## config.mk

```make
export PLATFORM = sky130hd
export DESIGN_NAME = reg_file_dump
export DESIGN_NICKNAME = d
export VERILOG_FILES = /design/src/rtl/reg_file_dump_pkg.sv /design/src/rtl/reg_file_dump_ostage.sv /design/src/rtl/reg_file_dump.sv
export SDC_FILE = /design/constraint.sdc
export NUM_CORES = 1
export LEC_CHECK = 0
export CORE_MARGIN = 1.5
export CORE_UTILIZATION = 47
export DETAILED_ROUTE_END_ITERATION = 6
export GPL_TIMING_DRIVEN = 0
export PLACE_DENSITY = 0.91
export SYNTH_ARGS = -nofsm -noshare
export SYNTH_HDL_FRONTEND = slang
export SYNTH_SLANG_ARGS = --single-unit
```

## constraint.sdc

```tcl
create_clock -name i_clk -period 3.1 [get_ports i_clk]
set_clock_uncertainty 0.1 [all_clocks]
set_input_delay 0.62 -clock i_clk [delete_from_list [all_inputs] [get_ports i_clk]]
set_output_delay 0.62 -clock i_clk [all_outputs]
set_load 0.005 [all_outputs]
```

## src/rtl/reg_file_dump_pkg.sv

```systemverilog
// Shared constants for the register-file dump engine and the register file it reads.
package reg_file_dump_pkg;

    localparam int RF_ADDR_WIDTH = 5;
    localparam int RF_DATA_WIDTH = 32;

    typedef enum logic [1:0] {
        ST_IDLE  = 2'd0,
        ST_RUN   = 2'd1,
        ST_DRAIN = 2'd2,
        ST_FIN   = 2'd3
    } dump_state_t;

endpackage

```

## src/rtl/reg_file_dump_ostage.sv

```systemverilog
// Single-entry valid/ready holding register for dump beats.
// A beat is captured whenever the stage is empty or its current beat is being taken.
module reg_file_dump_ostage
    import reg_file_dump_pkg::*;
#(
    parameter int ADDR_WIDTH = RF_ADDR_WIDTH,
    parameter int DATA_WIDTH = RF_DATA_WIDTH
) (
    input  logic                  i_clk,
    input  logic                  i_rst,
    input  logic                  i_load_en,
    input  logic [ADDR_WIDTH-1:0] i_addr,
    input  logic [DATA_WIDTH-1:0] i_data,
    input  logic                  i_last,
    input  logic                  i_ready,
    output logic                  o_load,
    output logic                  o_valid,
    output logic [ADDR_WIDTH-1:0] o_addr,
    output logic [DATA_WIDTH-1:0] o_data,
    output logic                  o_last
);

    logic                  r_valid;
    logic [ADDR_WIDTH-1:0] r_addr;
    logic [DATA_WIDTH-1:0] r_data;
    logic                  r_last;

    assign o_load = i_load_en && (!r_valid || i_ready);

    always_ff @(posedge i_clk) begin
        if (i_rst) begin
            r_valid <= 1'b0;
            r_addr  <= '0;
            r_data  <= '0;
            r_last  <= 1'b0;
        end else if (o_load) begin
            r_valid <= 1'b1;
            r_addr  <= i_addr;
            r_data  <= i_data;
            r_last  <= i_last;
        end else if (i_ready) begin
            r_valid <= 1'b0;
        end
    end

    assign o_valid = r_valid;
    assign o_addr  = r_addr;
    assign o_data  = r_data;
    assign o_last  = r_last;

endmodule

```

## src/rtl/reg_file_dump.sv

```systemverilog
// Debug read-out engine: walks a register-file address range through one read
// port and streams (address, data) beats on a valid/ready channel.
module reg_file_dump
    import reg_file_dump_pkg::*;
#(
    parameter int ADDR_WIDTH = RF_ADDR_WIDTH,
    parameter int DATA_WIDTH = RF_DATA_WIDTH
) (
    input  logic                  i_clk,
    input  logic                  i_rst,
    input  logic                  i_start,
    input  logic [ADDR_WIDTH-1:0] i_first_addr,
    input  logic [ADDR_WIDTH-1:0] i_last_addr,
    output logic                  o_busy,
    output logic                  o_done,
    output logic                  o_range_err,
    output logic [ADDR_WIDTH-1:0] o_rf_raddr,
    input  logic [DATA_WIDTH-1:0] i_rf_rdata,
    output logic                  o_out_valid,
    input  logic                  i_out_ready,
    output logic [ADDR_WIDTH-1:0] o_out_addr,
    output logic [DATA_WIDTH-1:0] o_out_data,
    output logic                  o_out_last
);

    dump_state_t           r_state;
    dump_state_t           w_state_nxt;
    logic [ADDR_WIDTH-1:0] r_ptr;
    logic [ADDR_WIDTH-1:0] w_ptr_nxt;
    logic [ADDR_WIDTH-1:0] r_last;
    logic [ADDR_WIDTH-1:0] w_last_nxt;
    logic                  r_err;
    logic                  w_err_nxt;
    logic                  w_load_en;
    logic                  w_load;
    logic                  w_at_last;
    logic                  w_drain_done;

    always_ff @(posedge i_clk) begin
        if (i_rst) begin
            r_state <= ST_IDLE;
            r_ptr   <= '0;
            r_last  <= '0;
            r_err   <= 1'b0;
        end else begin
            r_state <= w_state_nxt;
            r_ptr   <= w_ptr_nxt;
            r_last  <= w_last_nxt;
            r_err   <= w_err_nxt;
        end
    end

    assign w_at_last    = (r_ptr == r_last);
    assign w_drain_done = o_out_valid && i_out_ready && o_out_last;

    always_comb begin
        w_state_nxt = r_state;
        w_ptr_nxt   = r_ptr;
        w_last_nxt  = r_last;
        w_err_nxt   = r_err;
        case (r_state)
            ST_IDLE: begin
                if (i_start) begin
                    if (i_first_addr <= i_last_addr) begin
                        w_ptr_nxt   = i_first_addr;
                        w_last_nxt  = i_last_addr;
                        w_err_nxt   = 1'b0;
                        w_state_nxt = ST_RUN;
                    end else begin
                        // Bad range passes through DRAIN so done lands two cycles after start.
                        w_err_nxt   = 1'b1;
                        w_state_nxt = ST_DRAIN;
                    end
                end
            end
            ST_RUN: begin
                if (w_load) begin
                    if (w_at_last) begin
                        w_state_nxt = ST_DRAIN;
                    end else begin
                        w_ptr_nxt = r_ptr + ADDR_WIDTH'(1);
                    end
                end
            end
            ST_DRAIN: begin
                if (r_err || w_drain_done) begin
                    w_state_nxt = ST_FIN;
                end
            end
            ST_FIN: begin
                w_err_nxt   = 1'b0;
                w_state_nxt = ST_IDLE;
            end
            default: begin
                w_state_nxt = ST_IDLE;
            end
        endcase
    end

    assign w_load_en   = (r_state == ST_RUN);
    assign o_busy      = (r_state != ST_IDLE);
    assign o_done      = (r_state == ST_FIN);
    assign o_range_err = o_done && r_err;
    assign o_rf_raddr  = w_load_en ? r_ptr : '0;

    reg_file_dump_ostage #(
        .ADDR_WIDTH (ADDR_WIDTH),
        .DATA_WIDTH (DATA_WIDTH)
    ) u_ostage (
        .i_clk     (i_clk),
        .i_rst     (i_rst),
        .i_load_en (w_load_en),
        .i_addr    (r_ptr),
        .i_data    (i_rf_rdata),
        .i_last    (w_at_last),
        .i_ready   (i_out_ready),
        .o_load    (w_load),
        .o_valid   (o_out_valid),
        .o_addr    (o_out_addr),
        .o_data    (o_out_data),
        .o_last    (o_out_last)
    );

endmodule
```

==> results_dict.tcl <==
set metrics [dict create \
    p_per_area_mw_per_mm2 659.6 \
    layout-drive-gt1-share_pct 3.242 \
    hold_buffers 0 \
    fp-row-count 25 \
    critPathTopFamily "buffers and inverters" \
    clock_sinks 52 \
    antenna_found_initial 0 \
    gp_congestion 0.8405 \
    synth_seq_area_share_pct 43.29 \
    dieWidth_um 74.53 \
    ir_worst_vdd_mv 0.4073 \
    end_kind "output port" \
    synth_top_area_share_pct 43.29 \
    grt_pass1_vias 2222 \
    crit_arrival_ns 2.14 \
    post-route-min-period_ns 2.863 \
    required_ns 2.38 \
    rsz0062_at_grt "false" \
    seqCellArea_mm2 0.001041 \
    clk_path_buf_depth 2 \
    grt_max_degree 17 \
    cts_tree "built" \
    hpwl_mm 4.675 \
    layout.nets 456 \
    drt-pass1-iter-count 4 \
    core_mm2 0.004817 \
    post_cts_buffers 0 \
    finalNonFillerCells 468 \
    path_max_fanout 10 \
    drtIter0Drc 102 \
    yosysTopAreaCell "dfxtp_1" \
    status "completed" \
    area.growth.synth_to_final_pct 46.41 \
    root_buffer "clkbuf_8" \
    synth_most_common_cell "nand2_1" \
    synth_edf_count 0 \
    synth_area_mm2 0.002405 \
    wl_mm 6.240 \
    numCtsBuffers 5 \
    io_pins 93 \
    tns_ns 0 \
    syn_area_per_cell_um2 7.989 \
    synth-main-ff-cell "dfxtp_1" \
    initial_utilization_pct 49.92 \
    maxCapViolCount 0 \
    fillerInstances 376 \
    post-route-period-util_pct 92.35 \
    ctsResizeCount 0 \
    clk_pin_slew_worst_paths_ns 0.10 \
    path_class "reg -> out" \
    vias 2400 \
    cp_num_buf_inv 3 \
    antenna_cells 0 \
    wire_per_inst_um 13.33 \
    hp-start "u_ostage.o_data[13]" \
    clk_latency_ns 0.31 \
    ys_warn_count 0 \
    synthArstFlopShare_pct 0 \
    grt.overflow.total 0 \
    dieArea_mm2 0.005555 \
    dp.cells 460 \
    crit_start "r_state[1]" \
    cp_slowest_cell "clkdlybuf4s50_1" \
    via_per_inst 5.128 \
    port_buffers 92 \
    maxSlewHeadroom_pct 69.50 \
    postRouteAntennaNets 0 \
    synth_cells 301 \
    route.detailed.drc 0 \
    synth-seq-cells 52 \
    synthTopCellsByCount "nand2_1, dfxtp_1, a21oi_1" \
    hp-class "reg -> reg" \
    grt_pass1_wl_mm 9.963 \
    hold_viol 0 \
    final_max_slew_viol_count 0 \
    synthTopCellsByArea "dfxtp_1, nand2_1, a21oi_1" \
    critPathMaxStageDelay_ns 0.53 \
    multiInputGateArea_mm2 0.001259 \
    fmax_mhz 349.3 \
    path_cells "inv_1 > ha_1 > clkbuf_1 > and2_1 > clkdlybuf4s50_1" \
    setup_violations 0 \
    htreeDepth 2 \
    power.leakage_uw 0.001309 \
    synth_cell_types 36 \
    syn_nets 357 \
    r2r_start "r_state[1]" \
    die_h_um 74.53 \
    gr-usage-all-layers_pct 22.96 \
    worst_pin_slew_ns 0.4575 \
    start_kind "flop" \
]
## worst min-delay path, delay by kind of cell (launching register included)
family / cells / cell delay, ns
compound gates: 1 / 0.05
flops: 1 / 0.32
simple gates: 1 / 0.05
## power by group
part / switching, uW / total [uW] / internal (uW)
sequential: 116 / 920 / 804
clock: 227 / 466 / 239
combinational: 465 / 937 / 472
total: 808 / 2320 / 1510
## per-stage QoR
step	hold slack, ns	setup WS [ns]	utilization (%)	instance area, um^2	total power (uW)
CTS	0.3591	0.2300	73.09	3521	2327
global placement	0.3413	0.2449	70.78	3410	1828
detailed placement	0.3453	0.2145	70.78	3410	1859
global route	0.3776	0.1101	73.09	3521	2473
finish	0.3579	0.2371	73.09	3521	2323
floorplan	0.3527	0.9315	-	2405	1448
## cells in the final DEF, fill, tap and decap left out, types with 2 or more instances in the layout
master,Yosys,routed
clkdlybuf4s50_1,0,92
nand2_1,79,79
dfxtp_1,52,52
a21oi_1,47,47
nand2b_1,15,15
clkbuf_1,14,14
inv_1,10,10
ha_1,10,10
and2_1,7,7
o21ai_0,6,6
mux2i_1,6,6
nor2_1,5,5
xor2_1,5,5
nor3_1,5,5
clkbuf_8,0,5
nor2b_1,3,3
a211oi_1,3,3
o32ai_1,3,3
buf_1,3,3
nand3_1,3,3
o21bai_1,3,3
or2_2,2,2
o211ai_1,2,2
or3_4,2,2
o211a_1,2,2
a31oi_1,2,2
## kinds of logic after synthesis
logic type	synth area share (%)
xor gates and xnor gates	1.821
adders and majority gates	5.203
muxes	2.966
DFF	43.29
buffers and inverters	4.370
and+or+nand+nor	25.08
AOI/OAI and AO/OA	17.27
## path summary, 6_finish.rpt
| path | to | cells after the start | slack [ns] |
|---|---|---|---|
| max | o_rf_raddr[4] | 5 | 0.24 |
| min | u_ostage.o_data[13] | 2 | 0.36 |
| max reg2reg | r_ptr[1] | 6 | 0.88 |
| min reg2reg | u_ostage.o_data[13] | 2 | 0.36 |
## metal layers
layer	global-route usage, %	vias up	share of wire (%)
met5	0	-	0
li1	-	1207	-
met2	40.08	67	51
met3	4.878	11	4.6
met4	8.081	0	1.2
met1	27.90	1115	43
## final cells by class
class	count	share of cell area, %
timing repair buffer	92	26.15
clock inverter	3	1.208
tap	67	2.381
inverter	11	1.173
buffer	17	1.812
multi-input combinational	221	35.75
sequential	52	29.57
clock buffer	5	1.955
## state kept, by name, summed over array words and instances (netlist names)
signal,flops
r_err,1
r_last,5
u_ostage.o_data,32
r_ptr,5
r_state,2
u_ostage.o_valid,1
u_ostage.o_last,1
u_ostage.o_addr,5
No activity file was read; power rests on OpenSTA's default activity.
